--- config.mk ---
export PLATFORM = sky130hd
export DESIGN_NAME = async_reset_sync_load_register
export DESIGN_NICKNAME = d
export VERILOG_FILES = /design/src/rtl/async_reset_sync_load_register.sv
export SDC_FILE = /design/constraint.sdc
export NUM_CORES = 1
export LEC_CHECK = 0
export BUFFER_PORTS_ARGS = -buffer_cell sky130_fd_sc_hd__buf_4
export CAP_MARGIN = 20
export CORE_AREA = 2 2 39 41
export CTS_CLUSTER_SIZE = 25
export DETAILED_ROUTE_END_ITERATION = 12
export DIE_AREA = 0 0 41 43
export SLEW_MARGIN = 25
export SYNTH_ARGS = -nofsm -noshare
export SYNTH_HDL_FRONTEND = slang
export SYNTH_SLANG_ARGS = --single-unit
--- constraint.sdc ---
create_clock -name clk -period 3.1 [get_ports clk]
set_input_delay 0.465 -clock clk [delete_from_list [all_inputs] [get_ports clk]]
set_output_delay 0.465 -clock clk [all_outputs]
set_load 0.1 [all_outputs]
--- src/rtl/async_reset_sync_load_register.sv ---
// Holding register with asynchronous active-low reset and synchronous load enable.
// Status outputs report loaded data (valid), value-changing loads (changed) and the prior value (q_prev).
module async_reset_sync_load_register #(
  parameter int unsigned      WIDTH       = 4,
  parameter logic [WIDTH-1:0] RESET_VALUE = {WIDTH{1'b0}}
) (
  input  logic             clk,
  input  logic             reset,
  input  logic             load,
  input  logic [WIDTH-1:0] d,
  output logic [WIDTH-1:0] q,
  output logic             valid,
  output logic             changed,
  output logic [WIDTH-1:0] q_prev
);

  logic [WIDTH-1:0] q_reg;
  logic [WIDTH-1:0] q_next;
  logic [WIDTH-1:0] q_prev_reg;
  logic [WIDTH-1:0] q_prev_next;
  logic             valid_reg;
  logic             valid_next;
  logic             changed_reg;
  logic             changed_next;
  logic [WIDTH-1:0] diff_bits;

  // Per-bit difference between incoming data and the currently held value.
  generate
    for (genvar gi = 0; gi < WIDTH; gi++) begin : g_diff
      assign diff_bits[gi] = d[gi] ^ q_reg[gi];
    end
  endgenerate

  always_comb begin
    q_next       = q_reg;
    q_prev_next  = q_prev_reg;
    valid_next   = valid_reg;
    changed_next = 1'b0;
    if (load) begin
      q_next       = d;
      q_prev_next  = q_reg;
      valid_next   = 1'b1;
      changed_next = |diff_bits;
    end
  end

  // Reset is checked first so an edge coincident with reset never loads.
  always_ff @(posedge clk or negedge reset) begin
    if (!reset) begin
      q_reg       <= RESET_VALUE;
      q_prev_reg  <= RESET_VALUE;
      valid_reg   <= 1'b0;
      changed_reg <= 1'b0;
    end else begin
      q_reg       <= q_next;
      q_prev_reg  <= q_prev_next;
      valid_reg   <= valid_next;
      changed_reg <= changed_next;
    end
  end

  assign q       = q_reg;
  assign q_prev  = q_prev_reg;
  assign valid   = valid_reg;
  assign changed = changed_reg;

endmodule

==> results.py, run 1 <==
metrics = {
    "run_status": {
        "outcome": "complete, no violations",
    },
    "finish": {
        "stdcell_count": 59,
        "utilization": 0.401,
        "area_growth_pct": 39.6,
        "nNetsFinal": 52,
        "fin_area_um2": 556,
        "drive_gt1_frac": 0.651,
        "diodes": 0,
    },
    "power": {
        "pwr-share-comb": 0.406,
        "power.switching_uw": 172,
        "p_sw_frac": 0.432,
        "leakagePower_uw": 0.000256,
        "ir_drop_mv": 0.210,
        "totalPowerFinal_uw": 399,
        "seqPwrFrac": 0.389,
        "internal_power_uw": 227,
        "power_density_mw_per_mm2": 718,
        "pwr-share-clk": 0.205,
    },
    "sta": {
        "clock.fmax_mhz": 701,
        "clock_skew_ps": 4.06,
        "rsz0062_at_grt": "no",
        "timing.final.crit_share": 0.460,
        "setup_viol": 0,
        "tightestPinTransition_ps": 282,
        "fin_setup_tns_ps": 0,
        "hold_viol": 0,
        "relSlewSlack": 0.814,
        "slew_viol_final": 0,
        "fin_crit_ps": 1430,
    },
    "yosys": {
        "synth-seq-area-share": 0.629,
        "syn_area_per_cell_um2": 15.9,
        "ys_top_cells_by_count": "dfrtp_1 (10), mux2_2 (8), xor2_1 (4)",
        "netlist.area_leader.share": 0.629,
        "synth_edf_count": 0,
        "synth_top_area_cell": "dfrtp_1",
        "syn_area_um2": 398,
        "synth-seq-cells": 10,
        "synth_nets": 32,
        "synth_ff_type": "dfrtp_1",
        "netlist_top_cells_area": "dfrtp_1 (63%), mux2_2 (23%), xor2_1 (8.8%)",
        "async_flop_share": 1.00,
        "synthDistinctLibCells": 6,
        "netlist_instances": 25,
        "synth_warnings": 0,
        "yosysMostFrequentCell": "dfrtp_1",
    },
    "grt": {
        "grt_pass1_vias": 277,
        "antenna_found_initial": 0,
        "grt_start_max_net_pins": 11,
        "grt-ovfl-total": 0,
        "groute.usage.overall": 0.0946,
        "grt_pass1_wl_mm": 1.05,
    },
    "critical_path": {
        "critPathMaxStageDelay_ps": 400,
        "path_cells": "buf_4",
        "crit_buf_inv": 1,
        "timing.rr.end": "changed",
        "startpoint_type": "register",
        "path_class": "register to output pin",
        "critPathCaptureType": "output pin",
        "worst-r2r-cell-count": 2,
        "arrival_ps": 960,
        "crit_family": "flip-flops",
        "worst-path-max-fanout": 4,
        "critPathRequiredTime_ps": 2630,
        "r2r_start": "q[3]",
        "cp_num_cells": 1,
        "r2r_slack_ps": 1980,
        "cp_slowest_cell": "dfrtp_1",
    },
    "place": {
        "hpwlAfterDp_um": 585,
        "placed_cells": 56,
        "io_buffers": 16,
        "dpl_cell_area_um2": 533,
        "place_congestion": 0.685,
    },
    "detailed_routing": {
        "drt_wl_total_um": 763,
        "antenna_left": 0,
        "viasPerCell": 4.64,
        "num_vias": 274,
        "drt_iter0_markers": 2,
        "drt_drc_violations_left": 0,
        "drtPass1Iterations": 4,
        "post_drt_wl_per_cell_um": 12.9,
    },
    "cts": {
        "cts.sinks": 10,
        "root_buffer": "clkbuf_4",
        "cts_tree": "done",
        "numCtsBuffers": 3,
        "clkLatencyLatePin_ps": 250,
        "clkTransAtPathRegs_ps": 60,
        "cts_max_level": 1,
        "cts_setup_buffers": 0,
        "cts_hold_buf": 0,
        "max-clock-path-buffers": 2,
        "cts_resized": 0,
    },
    "floorplan": {
        "dieArea_mm2": 0.00176,
        "core_area_mm2": 0.00138,
        "rows": 14,
        "die_h_um": 43,
        "start_util": 0.288,
        "io_pins": 17,
        "dieWidth_um": 41,
    },
    "run": {
        "drv_cap": 0,
    },
    "hold_path": {
        "min_path_type": "input pin to asynchronous set/reset pin",
    },
}
## stage by stage
stage / worst slack [ps] / hold WS (ps)
after floorplan: 1470 / 169
after global placement: 1860 / 293
after detailed placement: 1830 / 300
after CTS: 1660 / 22.7
after global routing: 1630 / 27.3
final: 1670 / 28.8
## final cells by class
type | instances | area [um2]
Multi-Input combinational cell | 14 | 143
Fill cell | 139 | 828
Tap cell | 16 | 20.0
Clock buffer | 3 | 22.5
Timing Repair Buffer | 16 | 120
Sequential cell | 10 | 250
## power by group through the flow
stage / Sequential (uW) / Clock (uW) / Combinational (uW)
floorplan: 261 / 0 / 20.8
global placement: 156 / 0 / 162
detailed placement: 157 / 0 / 163
CTS: 155 / 88.1 / 163
global route: 157 / 92.5 / 167
finish: 155 / 81.9 / 162
## metal layers
metal | vias up | global-route usage | share of wire
li1 | 122 | - | -
met1 | 143 | 0.0705 | 0.36
met2 | 9 | 0.169 | 0.55
met3 | 0 | 0.0314 | 0.083
met4 | 0 | 0.0800 | 0
met5 | - | 0 | 0
## how the worst max path moves through the flow
stage	from	to	slack (ps)
2_1_floorplan	q[3]	changed	1470
4_1_cts	q[2]	q[2]	1660
6_report	q[0]	q[0]	1670
3_5_place_dp	d[3]	changed	1830
5_1_grt	q[2]	q[2]	1630
3_3_place_gp	d[3]	changed	1860
## placed cells by master (no fill, tap or decap), drive strengths merged
cell / n
buf: 16
dfrtp: 10
mux2: 8
xor2: 4
clkbuf: 3
o41a: 1
or2: 1
## cell families (layout without fill, tap and decap cells)
family,Yosys count,count (layout),synth area share
muxes,8,8,0.226
xor gates and xnor gates,4,4,0.0880
and+or+nand+nor,1,1,0.0157
DFF,10,10,0.629
buffers and inverters,1,19,0.0126
AOI/OAI and AO/OA,1,1,0.0283
Power figures use the tool's default switching activity.
==> run 2, diff against run 1 <==
ABC_AREA = 1   (was not set)
clock period = 1.37 ns   (was 3.1 ns; I/O delays follow)
==> run 2 against run 1 <==
Final cell count grew 49%. Worst hold slack gained 130 ps. Non-clock buffer count grew 1. Sequential cell count is the same. Largest power group is now registers.
==> results.py, run 2 <==
metrics = {
    "place": {
        "place_congestion": 0.669,
        "hpwlAfterDp_um": 580,
        "io_buffers": 16,
        "dpl_cell_area_um2": 566,
    },
    "power": {
        "power_density_mw_per_mm2": 1510,
        "internal_power_uw": 552,
        "pwr-share-comb": 0.346,
        "seqPwrFrac": 0.368,
        "ir_drop_mv": 0.628,
        "power.switching_uw": 371,
        "leakagePower_uw": 0.000327,
        "pwr-share-clk": 0.286,
        "p_sw_frac": 0.402,
    },
    "finish": {
        "layout_common_cells": "nand2_1 (20), buf_4 (16), inv_1 (6), dfrtp_1 (6)",
        "nNetsFinal": 80,
        "fin_area_um2": 612,
        "diodes": 0,
        "final_common_cell": "nand2_1",
        "drive_gt1_frac": 0.375,
        "area_growth_pct": 41.7,
    },
    "detailed_routing": {
        "drtPass1Iterations": 2,
        "drt_iter0_markers": 4,
        "viasPerCell": 4.15,
        "post_drt_wl_per_cell_um": 8.94,
        "antenna_left": 0,
        "drt_drc_violations_left": 0,
        "drt_wl_total_um": 787,
        "num_vias": 365,
    },
    "yosys": {
        "synth-seq-area-share": 0.580,
        "synthDistinctLibCells": 11,
        "netlist_instances": 52,
        "synth_warnings": 0,
        "synth-seq-cells": 10,
        "netlist.area_leader.share": 0.580,
        "yosysMostFrequentCell": "nand2_1",
        "ys_top_cells_by_count": "nand2_1 (20), dfrtp_1 (10), inv_1 (6), o21ai_0 (4), o21ai_1 (4)",
        "async_flop_share": 1.00,
        "syn_area_per_cell_um2": 8.30,
        "syn_area_um2": 432,
        "synth_top_area_cell": "dfrtp_1",
        "synth_edf_count": 0,
        "synth_nets": 59,
        "netlist_top_cells_area": "dfrtp_1 (58%), nand2_1 (17%), inv_1 (5.2%)",
        "synth_ff_type": "dfrtp_1",
    },
    "cts": {
        "cts.sinks": 10,
        "cts_tree": "done",
        "cts_max_level": 1,
        "clkTransAtPathRegs_ps": 60,
        "max-clock-path-buffers": 2,
        "numCtsBuffers": 3,
        "clkLatencyLatePin_ps": 270,
        "root_buffer": "clkbuf_4",
    },
    "run_status": {
        "outcome": "complete, no violations",
    },
    "grt": {
        "grt_start_max_net_pins": 11,
        "grt-ovfl-total": 0,
        "grt_pass1_wl_mm": 1.35,
        "antenna_found_initial": 0,
        "grt_pass1_vias": 334,
        "groute.usage.overall": 0.124,
    },
    "critical_path": {
        "critPathCaptureType": "output pin",
        "path_cells": "buf_4",
        "worst-path-max-fanout": 3,
        "startpoint_type": "register",
        "critPathMaxStageDelay_ps": 380,
        "crit_family": "flip-flops",
        "crit_buf_inv": 1,
        "critPathRequiredTime_ps": 1160,
        "cp_slowest_cell": "dfrtp_2",
        "path_class": "register to output pin",
        "arrival_ps": 940,
        "r2r_slack_ps": 550,
    },
    "sta": {
        "timing.final.crit_share": 0.833,
        "relSlewSlack": 0.816,
        "rsz0062_at_grt": "no",
        "fin_setup_tns_ps": 0,
        "clock_skew_ps": 1.61,
        "hold_viol": 0,
        "clock.fmax_mhz": 876,
        "tightestPinTransition_ps": 278,
        "setup_viol": 0,
        "slew_viol_final": 0,
        "fin_crit_ps": 1140,
    },
    "floorplan": {
        "start_util": 0.312,
        "die_h_um": 43,
        "core_area_mm2": 0.00138,
        "dieArea_mm2": 0.00176,
        "io_pins": 17,
        "dieWidth_um": 41,
        "rows": 14,
    },
    "run": {
        "drv_cap": 0,
    },
    "hold_path": {
        "min_path_type": "input pin to register",
    },
}
-- run 2: final cells by class --
type                       count  area, um2
clock buffer                   4       36.3
fill                         142        772
inverter                       9       36.3
multi-input combinational     32        134
sequential                    10        255
tap                           16       20.0
timing repair buffer          17        130
-- run 2: power by group through the flow --
stage               Sequential, uW  Combinational [uW]  Clock [uW]
floorplan                      540                49.3           0
global placement               345                 318           0
detailed placement             346                 319           0
CTS                            340                 321         276
global route                   344                 340         297
finish                         340                 319         263
-- run 2: path summary, 6_finish.rpt --
| kind | startpoint | end | cells after the start |
|---|---|---|---|
| worst max-delay path | q[0] | q[0] | 1 |
| worst min-delay path | d[3] | q[3] | 3 |
| worst max register to register | q[0] | changed | 5 |
| worst min register to register | valid | valid | 1 |
| max in group asynchronous | reset | q[2] | 2 |
| min in group asynchronous | reset | q[1] | 2 |
-- run 2: timing repair --
item / 4_1_cts / 5_1_grt
hold buffers: 1 / 0
gates resized for setup: 0 / 0
endpoints found under the hold margin: 10 / 0
setup buffers: 0 / 0
-- run 2: routing by layer --
metal | track usage | up-vias | part of all wire
li1 | - | 195 | -
met1 | 0.155 | 156 | 0.45
met2 | 0.144 | 14 | 0.47
met3 | 0.0942 | 0 | 0.083
met4 | 0.0800 | 0 | 0
met5 | 0 | - | 0
-- run 2: cells by family (layout without fill, tap and decap cells) --
| family | count (synthesis) | after routing | synth area share |
|---|---|---|---|
| simple gates | 23 | 23 | 0.206 |
| compound gates | 9 | 9 | 0.104 |
| buf+inv | 10 | 30 | 0.110 |
| flops | 10 | 10 | 0.580 |
-- run 2: metrics by stage --
stage,hold slack (ps),setup WS (ps),utilization,std cells,power [uW]
finish,160,229,0.442,88,922
detailed placement,40.6,516,0.409,83,665
global placement,40.3,525,0.409,83,662
floorplan,-90.1,181,-,52,590
CTS,152,213,0.442,88,938
global route,157,175,0.442,88,981
==> run 3, diff against run 2 <==
clock period = 1 ns   (was 1.37 ns; I/O delays follow)
==> run 3 against run 2 <==
Setup slack worse by 310 ps. Clock-buffer cell count stayed put. Die area stayed put. Sequential cell count stayed put. Combinational power is 75% higher. Utilization is 10 points higher. Total power is 45% higher. Worst hold slack worse by 43 ps. First-iteration DRC count is 50% higher. Non-clock buffer count is 4 higher. Cell area is 23% higher. The run now ends with negative setup slack left.
==> results.py, run 3 (synthesis results as in run 2) <==
metrics = {
    "run_status": {
        "outcome": "complete, but fails checks",
        "violations": "negative setup slack",
    },
    "floorplan": {
        "start_util": 0.312,
        "io_pins": 17,
        "die_h_um": 43,
        "dieWidth_um": 41,
        "core_area_mm2": 0.00138,
        "dieArea_mm2": 0.00176,
        "rows": 14,
    },
    "cts": {
        "cts.sinks": 10,
        "cts_tree": "done",
        "cts_max_level": 1,
        "numCtsBuffers": 3,
        "clkTransAtPathRegs_ps": 70,
        "root_buffer": "clkbuf_4",
        "clkLatencyLatePin_ps": 260,
        "max-clock-path-buffers": 2,
    },
    "sta": {
        "fin_crit_ps": 1080,
        "relSlewSlack": 0.866,
        "tightestPinTransition_ps": 202,
        "hold_slack_ps": 117,
        "worst_slack_ps": -77.0,
        "rsz0062_at_grt": "yes",
        "slew_viol_final": 0,
        "clock.fmax_mhz": 928,
        "setup_viol": 10,
        "hold_viol": 0,
        "timing.final.crit_share": 1.08,
        "clock_skew_ps": 1.16,
    },
    "place": {
        "place_congestion": 0.766,
        "hpwlAfterDp_um": 680,
        "dpl_cell_area_um2": 577,
        "io_buffers": 16,
    },
    "grt": {
        "grt_pass1_vias": 375,
        "groute.usage.overall": 0.121,
        "grt_pass1_wl_mm": 1.41,
        "antenna_found_initial": 0,
        "grt_start_max_net_pins": 11,
        "grt-ovfl-total": 0,
    },
    "critical_path": {
        "worst-path-max-fanout": 2,
        "critPathCaptureType": "output pin",
        "startpoint_type": "register",
        "path_class": "register to output pin",
        "cp_slowest_cell": "dfrtp_4",
        "crit_end": "q[2]",
        "crit_buf_inv": 1,
        "timing.rr.end": "changed",
        "critPathMaxStageDelay_ps": 490,
        "r2r_slack_ps": -20,
        "crit_family": "flip-flops",
        "critPathRequiredTime_ps": 850,
        "arrival_ps": 930,
        "path_cells": "buf_12",
        "cp-startpoint": "q[2]",
        "cp_num_cells": 1,
        "worst-r2r-cell-count": 5,
        "r2r_start": "q[2]",
    },
    "hold_path": {
        "hold_start": "d[0]",
        "min_path_type": "input pin to register",
    },
    "finish": {
        "nNetsFinal": 84,
        "layout_common_cells": "nand2_1 (20), buf_4 (10), buf_12 (8)",
        "diodes": 0,
        "area_growth_pct": 73.9,
        "final_common_cell": "nand2_1",
        "multi_input_area_um2": 134,
        "fin_area_um2": 751,
        "drive_gt1_frac": 0.487,
        "n_fill_cell": 134,
        "regArea_um2": 267,
    },
    "detailed_routing": {
        "post_drt_wl_per_cell_um": 10.7,
        "antenna_left": 0,
        "viasPerCell": 4.49,
        "drtPass1Iterations": 4,
        "num_vias": 413,
        "drt_wl_total_um": 980,
        "drt_drc_violations_left": 0,
        "drt_iter0_markers": 6,
    },
    "power": {
        "leakagePower_uw": 0.000370,
        "totalPowerFinal_uw": 1340,
        "power_density_mw_per_mm2": 1780,
        "ir_drop_mv": 0.728,
    },
    "run": {
        "drv_cap": 0,
    },
}
run 3: cell types whose count changed in the layout (fill, tap and decap cells not counted):
cell | before | now
clkbuf_1 | 0 | 1
buf_6 | 0 | 2
buf_4 | 16 | 10
inv_1 | 6 | 4
inv_2 | 2 | 4
dfrtp_2 | 4 | 7
buf_12 | 0 | 8
clkbuf_8 | 1 | 0
dfrtp_1 | 6 | 1
dfrtp_4 | 0 | 2
run 3: layout make-up:
type | instances | share of cell area
well taps | 16 | 0.0267
flip-flops and latches | 10 | 0.355
repair buffers | 21 | 0.357
inverters | 9 | 0.0483
clock buffers | 4 | 0.0350
multi-input cells | 32 | 0.178
run 3: routing by layer:
metal  track usage  routed length (um)  up-vias
li1              -                   -      207
met1         0.136                 421      193
met2         0.197                 500       13
met3        0.0314                  58        0
met4        0.0600                   0        0
met5             0                   0        -
run 3: how the worst min path moves through the flow:
stage / end / slack, ps / depth (start not counted)
floorplan: changed / -150 / 0
global placement: q[2] / -10 / 1
detailed placement: q[2] / -10 / 1
CTS: q[0] / 110 / 3
global route: q[1] / 120 / 3
finish: q[0] / 120 / 3
run 3: through the flow:
stage	util	std cells	setup slack [ps]	setup TNS [ps]
after floorplan	-	52	-116	-150
after global placement	0.417	83	117	0
after detailed placement	0.417	83	110	0
after CTS	0.530	92	-88.1	-294
after global routing	0.542	92	-103	-479
final	0.542	92	-77.0	-218
run 3: timing repair:
action / in CTS / in global routing
gates cloned: 0 / 0
endpoints found under the hold margin: 10 / 0
gates resized for setup: 23 / 5
endpoints found under the setup margin: 10 / 10
pin swaps: 0 / 0
setup buffers: 4 / 0
hold buffers: 1 / 0
run 3: power by group:
part / switching (uW) / leakage, uW / internal [uW] / total, uW
Clock: 137 / 0.0000150 / 154 / 291
Combinational: 361 / 0.000245 / 197 / 558
Sequential: 38.5 / 0.000109 / 450 / 489
